File: src/rtl/xfer_pkg.sv
// Shared types and default sizing for the single-bit register bus transfer controller.
package xfer_pkg;

  localparam int NREG_DEF  = 4;
  localparam int IDXW_DEF  = 2;
  localparam int DEPTH_DEF = 4;

  typedef enum logic [1:0] {
    IDLE  = 2'd0,
    SETUP = 2'd1,
    LATCH = 2'd2,
    HOLD  = 2'd3
  } xfer_state_t;

  // Command layout at the default index width; src occupies the upper bits.
  typedef struct packed {
    logic [IDXW_DEF-1:0] src;
    logic [IDXW_DEF-1:0] dst;
  } xfer_cmd_t;

endpackage

File: src/rtl/xfer_fifo.sv
// Synchronous FIFO with extra-bit wrap pointers for full/empty and an occupancy count.
module xfer_fifo #(
  parameter int DEPTH = 4,
  parameter int W     = 4
) (
  input  logic                       clk,
  input  logic                       reset,
  input  logic                       push,
  input  logic [W-1:0]               wdata,
  input  logic                       pop,
  output logic                       full,
  output logic                       empty,
  output logic [W-1:0]               head,
  output logic [$clog2(DEPTH):0]     level
);

  localparam int IDXF = $clog2(DEPTH);
  localparam logic [IDXF:0] PTR_ONE = (IDXF+1)'(1);

  logic [W-1:0]  mem [DEPTH];
  logic [IDXF:0] wp;
  logic [IDXF:0] rp;

  assign empty = (wp == rp);
  assign full  = (wp[IDXF] != rp[IDXF]) && (wp[IDXF-1:0] == rp[IDXF-1:0]);
  assign head  = mem[rp[IDXF-1:0]];
  assign level = wp - rp;

  always_ff @(posedge clk) begin
    if (!reset) begin
      wp <= '0;
      rp <= '0;
    end else begin
      if (push && !full) begin
        mem[wp[IDXF-1:0]] <= wdata;
        wp                <= wp + PTR_ONE;
      end
      if (pop && !empty) begin
        rp <= rp + PTR_ONE;
      end
    end
  end

endmodule

File: src/rtl/bus_xfer_ctrl.sv
// Bus initiator: queues "src -> dst" moves and sequences out_use/in_use strobes.
// Define XFER_HOLD_EN to add a HOLD cycle after LATCH (3-cycle throughput).
module bus_xfer_ctrl
  import xfer_pkg::*;
#(
  parameter int NREG  = NREG_DEF,
  parameter int IDXW  = IDXW_DEF,
  parameter int DEPTH = DEPTH_DEF
) (
  input  logic            clk,
  input  logic            reset,
  input  logic            cmd_valid,
  output logic            cmd_ready,
  input  logic [IDXW-1:0] cmd_src,
  input  logic [IDXW-1:0] cmd_dst,
  output logic [NREG-1:0] out_use,
  output logic [NREG-1:0] in_use,
  output logic            busy,
  output logic            done
);

  localparam int LW = $clog2(DEPTH) + 1;

  typedef struct packed {
    logic [IDXW-1:0] src;
    logic [IDXW-1:0] dst;
  } cmd_t;

  xfer_state_t     state_q, state_nxt;
  cmd_t            cur_q, cur_nxt, head_cmd;
  logic            fifo_full, fifo_empty;
  logic [LW-1:0]   level, level_nxt;
  logic            push, pop;
  logic            adv, fin, head_ok;
  logic            done_nxt, busy_nxt;
  logic [NREG-1:0] out_nxt, in_nxt;

  function automatic logic cmd_ok(input cmd_t c);
    return (c.src != c.dst) && (int'(c.src) < NREG) && (int'(c.dst) < NREG);
  endfunction

  assign cmd_ready = !fifo_full;
  assign push      = cmd_valid && !fifo_full;
  assign head_ok   = cmd_ok(head_cmd);

  xfer_fifo #(
    .DEPTH (DEPTH),
    .W     (2*IDXW)
  ) u_fifo (
    .clk   (clk),
    .reset (reset),
    .push  (push),
    .wdata ({cmd_src, cmd_dst}),
    .pop   (pop),
    .full  (fifo_full),
    .empty (fifo_empty),
    .head  (head_cmd),
    .level (level)
  );

  always_ff @(posedge clk) begin
    if (!reset) begin
      state_q <= IDLE;
      cur_q   <= '0;
      out_use <= '0;
      in_use  <= '0;
      done    <= 1'b0;
      busy    <= 1'b0;
    end else begin
      state_q <= state_nxt;
      cur_q   <= cur_nxt;
      out_use <= out_nxt;
      in_use  <= in_nxt;
      done    <= done_nxt;
      busy    <= busy_nxt;
    end
  end

  always_comb begin
    state_nxt = state_q;
    cur_nxt   = cur_q;
    pop       = 1'b0;
    done_nxt  = 1'b0;
    adv       = 1'b0;
    fin       = 1'b0;
    case (state_q)
      IDLE:  adv = 1'b1;
      SETUP: state_nxt = LATCH;
      LATCH: begin
`ifdef XFER_HOLD_EN
        state_nxt = HOLD;
`else
        adv = 1'b1;
        fin = 1'b1;
`endif
      end
      HOLD: begin
        adv = 1'b1;
        fin = 1'b1;
      end
      default: state_nxt = IDLE;
    endcase

    // A drop found while finishing a transfer is left queued for IDLE so
    // that the two done pulses land in separate cycles.
    if (adv) begin
      state_nxt = IDLE;
      done_nxt  = fin;
      if (!fifo_empty && (head_ok || !fin)) begin
        pop     = 1'b1;
        cur_nxt = head_cmd;
        if (head_ok) state_nxt = SETUP;
        else         done_nxt  = 1'b1;
      end
    end
  end

  always_comb begin
    out_nxt   = '0;
    in_nxt    = '0;
    level_nxt = level + LW'(push) - LW'(pop);
    busy_nxt  = (state_nxt != IDLE) || (level_nxt != '0);
    for (int unsigned i = 0; i < NREG; i++) begin
      out_nxt[i] = (state_nxt != IDLE) && (cur_nxt.src == IDXW'(i));
      in_nxt[i]  = (state_nxt == LATCH) && (cur_nxt.dst == IDXW'(i));
    end
  end

endmodule

File: config.mk
export PLATFORM = sky130hd
export DESIGN_NAME = bus_xfer_ctrl
export DESIGN_NICKNAME = d
export VERILOG_FILES = /design/src/rtl/xfer_pkg.sv /design/src/rtl/xfer_fifo.sv /design/src/rtl/bus_xfer_ctrl.sv
export SDC_FILE = /design/constraint.sdc
export NUM_CORES = 1
export LEC_CHECK = 0
export CORE_MARGIN = 4
export CORE_UTILIZATION = 30
export CTS_CLUSTER_SIZE = 12
export DETAILED_ROUTE_END_ITERATION = 8
export GPL_TIMING_DRIVEN = 0
export PLACE_DENSITY = 0.52
export SLEW_MARGIN = 5
export SYNTH_ARGS = -nofsm -noshare
export SYNTH_HDL_FRONTEND = slang
export SYNTH_SLANG_ARGS = --single-unit
File: constraint.sdc
create_clock -name clk -period 4.4 [get_ports clk]
set_clock_uncertainty 0.1 [all_clocks]
set_input_delay 0.66 -clock clk [delete_from_list [all_inputs] [get_ports clk]]
set_output_delay 0.66 -clock clk [all_outputs]
set_load 0.05 [all_outputs]
# Word level (Yosys, flattened, before mapping)
# Memories as Yosys holds them, arrays and structs flattened. A register that Yosys moved wholly into a read port is not among the register bits.
# Cells that the tools add are included.
# Widths: inputs -> output; s select.
[classes]
muxes = 17
n_eq_ne = 14
bitwise = 0
order_cmp = 0
n_shift = 0
reduce_logical = 26
add_sub_neg = 5
n_div = 0
n_mul = 0
[op_table]
columns = ["cell", "n"]
rows = [
  ["$eq 2x2->1 const B", 7],
  ["$logic_and 1x1->1", 13],
  ["$mux 1", 11],
  ["$mux 2", 4],
  ["$mux 4", 2],
  ["$add 3x1->3 const B", 2],
  ["$eq 2x1->1 const B", 3],
  ["$logic_not 2->1", 3],
  ["$add 3x1->3", 1],
  ["$eq 3x3->1", 1],
  ["$logic_not 1->1", 3],
  ["$reduce_bool 3->1", 1],
  ["$reduce_or 3->1", 1],
  ["$sub 3x1->3", 1],
  ["$sub 3x3->3", 1],
  ["$eq 2x2->1", 1],
  ["$logic_or 1x1->1", 2],
  ["$ne 2x2->1", 1],
  ["$reduce_and 2->1", 1],
  ["$reduce_bool 2->1", 1],
  ["$reduce_or 2->1", 1],
  ["$ne 1x1->1", 1],
]
[totals]
mem_bits_ro = 0
latchBits = 0
reg_bits = 22
out_inout_bits = 11
mem_count = 1
ram_bits = 16
wordCells = 72
input_bits = 7
[mem_list]
columns = ["memory", "words", "width", "rd", "rd_ports_with_merged_regs", "wr", "line", "text"]
rows = [
  ["u_fifo.mem", 4, 4, 1, 1, 1, "xfer_fifo.sv:20", "logic [W-1:0] mem [DEPTH];"],
]

# Depth between registers and ports, before layout
[depth]
word_depth = 11
mapped_depth = 13
depth_no_buf = 13

# By module
# From an unflattened synthesis, not the netlist that was laid out.
[unflattened]
cells_unflattened = 156
hier_area_um2 = 1865.5
[modules_own_cells]
columns = ["module", "n_inst", "cells_per_inst", "seq_area_each_um2", "area_per_inst_um2"]
rows = [
  ["xfer_fifo", 1, 89, 640.6, 1181.1],
  ["bus_xfer_ctrl", 1, 67, 320.3, 684.4],
]

# Least setup slack after synthesis
# Ideal clock, no wire load.
[synth_timing]
path_kind = "register -> register"
from = "reg (tool-made name)"
to = "reg busy"
t_arrival_ns = 3.127
required_ns = 4.176
stages_incl_launch_ff = 14
setup_ns = 0.124
path_slack_ns = 1.049
path_cell_list = "dfxtp_1 mux4_1 xnor2_2 a31oi_4 inv_4 fa_1 inv_1 fa_1 inv_1 ha_1 xnor2_1 xnor2_1 nor4_1 a21oi_1"
[synth_lines]
columns = ["element", "line", "text"]
rows = [
  ["end signal: assignment", "bus_xfer_ctrl.sv:75", "busy <= busy_nxt;"],
  ["end: declaration", "bus_xfer_ctrl.sv:18", "output logic busy,"],
]

==> summary.md <==
| Metric | Value |
|---|---|
| Syn_area_per_cell | `12.7 um2` |
| HPWL after DPL | `2490 um` |
| Met1 Track Usage GR | `10.9%` |
| Die Width | `approximately 85 um` |
| IO Count | `18` |
| Crit-path max FO | `6` |
| Synth top area share | `between 20% and 30%` |
| IO Port Bufs | `16` |
| Syn. warnings | `0` |
| Tmin final | `3.73 ns` |
| Post-Syn Instances | `140` |
| Flop pwr share | `35.7%` |
| Synth cell types | `39` |
| NumNets Final | `179` |
| Mapped Area | `about 1800 um2` |
| Filler Cells Inserted | `between 500 and 600` |
| GRT busiest layer | `met2` |
| RSZ-0062 raised after global routing | `false` |
| Resize count post-CTS | `0` |
| # setup viols final | `0` |
| Top-count cell post-synth | `dfxtp_1` |
| Clock Latency Late Sink | `roughly 0.29 ns` |
| Placer Congestion | `between 0.8 and 0.9` |
| Antenna diodes | `0` |
| First-pass GRT wire length | `approximately 5400 um` |
| MaxCap Viol Count | `0` |
| Grt met3 use | `under 10%` |
| Post-synthesis async set-or-reset flop share | `0%` |
| Crit-path leading delay family | `adder cells` |
| CTS Hold Bufs | `0` |
| Num Clock Sinks | `40` |
| Area growth from synthesis to layout | `20.4%` |
| Worst-Margin Slew | `0.836 ns` |
| Largest net degree at the start of global routing | `14` |
| PwrDens | `roughly 680 nW/um2` |
| Total GRT Usage | `a little under a tenth` |
| CTS tree | `done` |
| Post-synth EDFFs | `16` |
| Final count of hold timing violations | `0` |
| H-Tree Depth | `2` |
| Maximum clock rate | `268 MHz` |
| Worst hold-check path type | `reg2reg` |
| Synth Flop Type | `dfxtp_1` |
| Peak supply drop | `between 0.2 and 0.3 mV` |
| Setup TNS | `0 ns` |
| Clock power share | `between 20 and 25%` |
| Tcrit/Tclk final | `84.9%` |
| Cell internal pwr | `slightly below 0.0009 W` |
| Placed cells | `approximately 230` |
| Setup crit start kind | `register` |
| Comb pwr share | `around 44%` |
| Critical Path Max Stage Delay | `0.73 ns` |
| Final ANT Viol Nets | `0` |
| Crit path DAT | `approximately 3.8 ns` |
| First drt pass iteration count | `3` |
| Grt ovf | `0` |
| Worst relative slew slack | `approximately 44%` |
| DRT Wirelength | `roughly 3200 um` |
| Net switching power | `~0.00057 W` |
| DIE AREA | `~7200 um2` |
| DR iter-0 viols | `27` |
| Fraction of layout cells with a size suffix above 1 | `about 10%` |
| Switching share of power | `between 30% and 40%` |
| Worst R2R Path Depth | `13` |
| Area leader, netlist | `dfxtp_1` |
| R2R Path End | `busy` |
| Initial cell density of the core | `31.7%` |
| CORE AREA | `approximately 5600 um2` |
| Syn_nets | `156` |
| Avg Vias per Cell | `around 4.9` |
| Register area share after synthesis | `54.1%` |
| Most area-consuming cells after synthesis | `dfxtp_1, edfxtp_1, ha_1` |
| Clk buf depth | `2` |
| Wire per inst | `roughly 14 um` |
| Setup CP Type | `reg2reg` |
| Data required, critical path | `roughly 4.5 ns` |
| Via Count | `about 1200` |
| Number of global-route vias before repair | `around 1200` |
| CP cell instances | `mux4_1 -> xnor2_2 -> a31oi_4 -> inv_4 -> fa_1 -> inv_1 -> fa_1 -> inv_1 -> ha_1 -> xnor2_1 -> xnor2_1 -> nor4_1 -> a21oi_1` |
| Most frequent cells after synthesis | `dfxtp_1, edfxtp_1, nand2_1, inv_1, mux2i_1` |
| Cell Count, Final, Fillers Out | `236` |
| Leak pwr | `0.800 nW` |
| Number of remaining DRC errors | `0` |
| Root Driver | `clkbuf_8` |
| CP max stage cell | `mux4_1` |
| Initial antenna violation count | `0` |
| #FFs+latches synth | `40` |
| CTS Buf Count | `5` |
| Flop-to-flop setup slack | `roughly 0.67 ns` |
| Post-CTS Setup Inserts | `0` |
| Pins Over Slew Limit | `0` |
| Cell row count | `27` |
| HP Start | `cur_q[2]` |
| Met2 usage | `between 15 and 20%` |
| Setup crit end kind | `register` |
| Hold Path End | `cur_q[2]` |
| Die Ht | `85.0 um` |
| CTS clk-pin slew, worst paths | `0.08 ns` |
| Status | `finished, final reports clean` |
| CP bufs+invs | `3` |
| Hold path cells | `2` |
-- how the worst max path moves through the flow --
| stage | from | to | slack (ns) | depth (start not counted) |
|---|---|---|---|---|
| 6_report | register | busy | 0.67 | 13 |
| 5_1_grt | register | busy | 0.46 | 13 |
| 4_1_cts | register | busy | 0.63 | 13 |
| 3_5_place_dp | register | busy | 0.67 | 13 |
| 3_3_place_gp | register | busy | 0.73 | 13 |
| 2_1_floorplan | register | busy | 1.05 | 13 |
-- worst register-to-register path, stage by stage (launching register included) --
cell and delay, ns:
dfxtp_1 0.46, mux4_1 0.73, xnor2_2 0.25, a31oi_4 0.36, inv_4 0.09, fa_1 0.36
inv_1 0.08, fa_1 0.41, inv_1 0.07, ha_1 0.18, xnor2_1 0.14, xnor2_1 0.08
nor4_1 0.21, a21oi_1 0.11
-- cell type report --
| cell class | instances | area [um2] | area share, % |
|---|---|---|---|
| clock buffer | 5 | 68.8 | 3.22 |
| buffer | 2 | 7.51 | 0.351 |
| clock inverter | 3 | 42.5 | 1.99 |
| tap | 72 | 90.1 | 4.21 |
| sequential | 40 | 961 | 44.9 |
| multi-input combinational | 88 | 768 | 35.9 |
| inverter | 10 | 40.0 | 1.87 |
| timing repair buffer | 16 | 160 | 7.49 |
-- stage by stage --
stage / total power, W / hold WS [ns] / instance area, um2 / worst slack [ns] / utilization [%]
after detailed placement: 0.00116 / 0.381 / 2030 / 0.670 / 36.1
after global placement: 0.00114 / 0.365 / 2030 / 0.728 / 36.1
after CTS: 0.00146 / 0.391 / 2140 / 0.634 / 38.1
final: 0.00144 / 0.384 / 2140 / 0.665 / 38.1
after global routing: 0.00153 / 0.421 / 2140 / 0.455 / 38.1
after floorplan: 0.000997 / 0.347 / 1780 / 1.05 / -
-- placed cells by master, fill, tap and decap left out, types with 2 or more instances in the layout --
| cell | synthesis | routed |
|---|---|---|
| mux2i_1 | 8 | 8 |
| a32oi_1 | 2 | 2 |
| ha_1 | 7 | 7 |
| clkbuf_1 | 2 | 2 |
| a221oi_1 | 2 | 2 |
| nor4_1 | 2 | 2 |
| a21oi_1 | 4 | 4 |
| nand3b_1 | 2 | 2 |
| nor3b_1 | 2 | 2 |
| o211ai_1 | 2 | 2 |
| inv_1 | 8 | 8 |
| and3_1 | 5 | 5 |
| xor2_1 | 3 | 3 |
| clkdlybuf4s50_1 | 0 | 16 |
| nand3_1 | 3 | 3 |
| mux4_1 | 3 | 3 |
| nand2_1 | 12 | 12 |
| xnor2_1 | 6 | 6 |
| xnor2_2 | 2 | 2 |
| a31oi_1 | 3 | 3 |
| fa_1 | 2 | 2 |
| edfxtp_1 | 16 | 16 |
| nor2_1 | 4 | 4 |
| dfxtp_1 | 24 | 24 |
| clkbuf_8 | 0 | 5 |
-- power by group through the flow --
stage          Combinational, W  Clock, W  Sequential, W
2_1_floorplan          0.000396         0       0.000602
4_1_cts                0.000634  0.000305       0.000518
3_5_place_dp           0.000630         0       0.000527
6_report               0.000632  0.000297       0.000516
3_3_place_gp           0.000618         0       0.000524
5_1_grt                0.000681  0.000318       0.000529
-- kinds of logic (layout without fill, tap and decap cells) --
group	count (synthesis)	after routing	share of synthesized area [%]
DFF	40	40	54.1
and+or+nand+nor	36	36	10.4
buffers and inverters	12	36	2.68
AOI/OAI and AO/OA	20	20	9.16
xor gates and xnor gates	11	11	6.27
muxes	12	12	10.2
adders and majority gates	9	9	7.18
-- routing by layer --
layer,vias to the layer above,part of all wire [%],wire length [um]
li1,565,-,-
met1,558,44,1440
met2,20,49,1610
met3,7,4.6,150
met4,0,1.6,52
met5,-,0,0
-- registers in the layout, indices dropped and copies added (netlist names), named ones only --
| signal | cells |
|---|---|
| u_fifo.wp | 3 |
| out_use | 4 |
| u_fifo.mem | 16 |
| done | 1 |
| cur_q | 4 |
| busy | 1 |
| u_fifo.rp | 3 |
| in_use | 4 |
| state_q | 2 |
(Power assumes the default switching activity.)
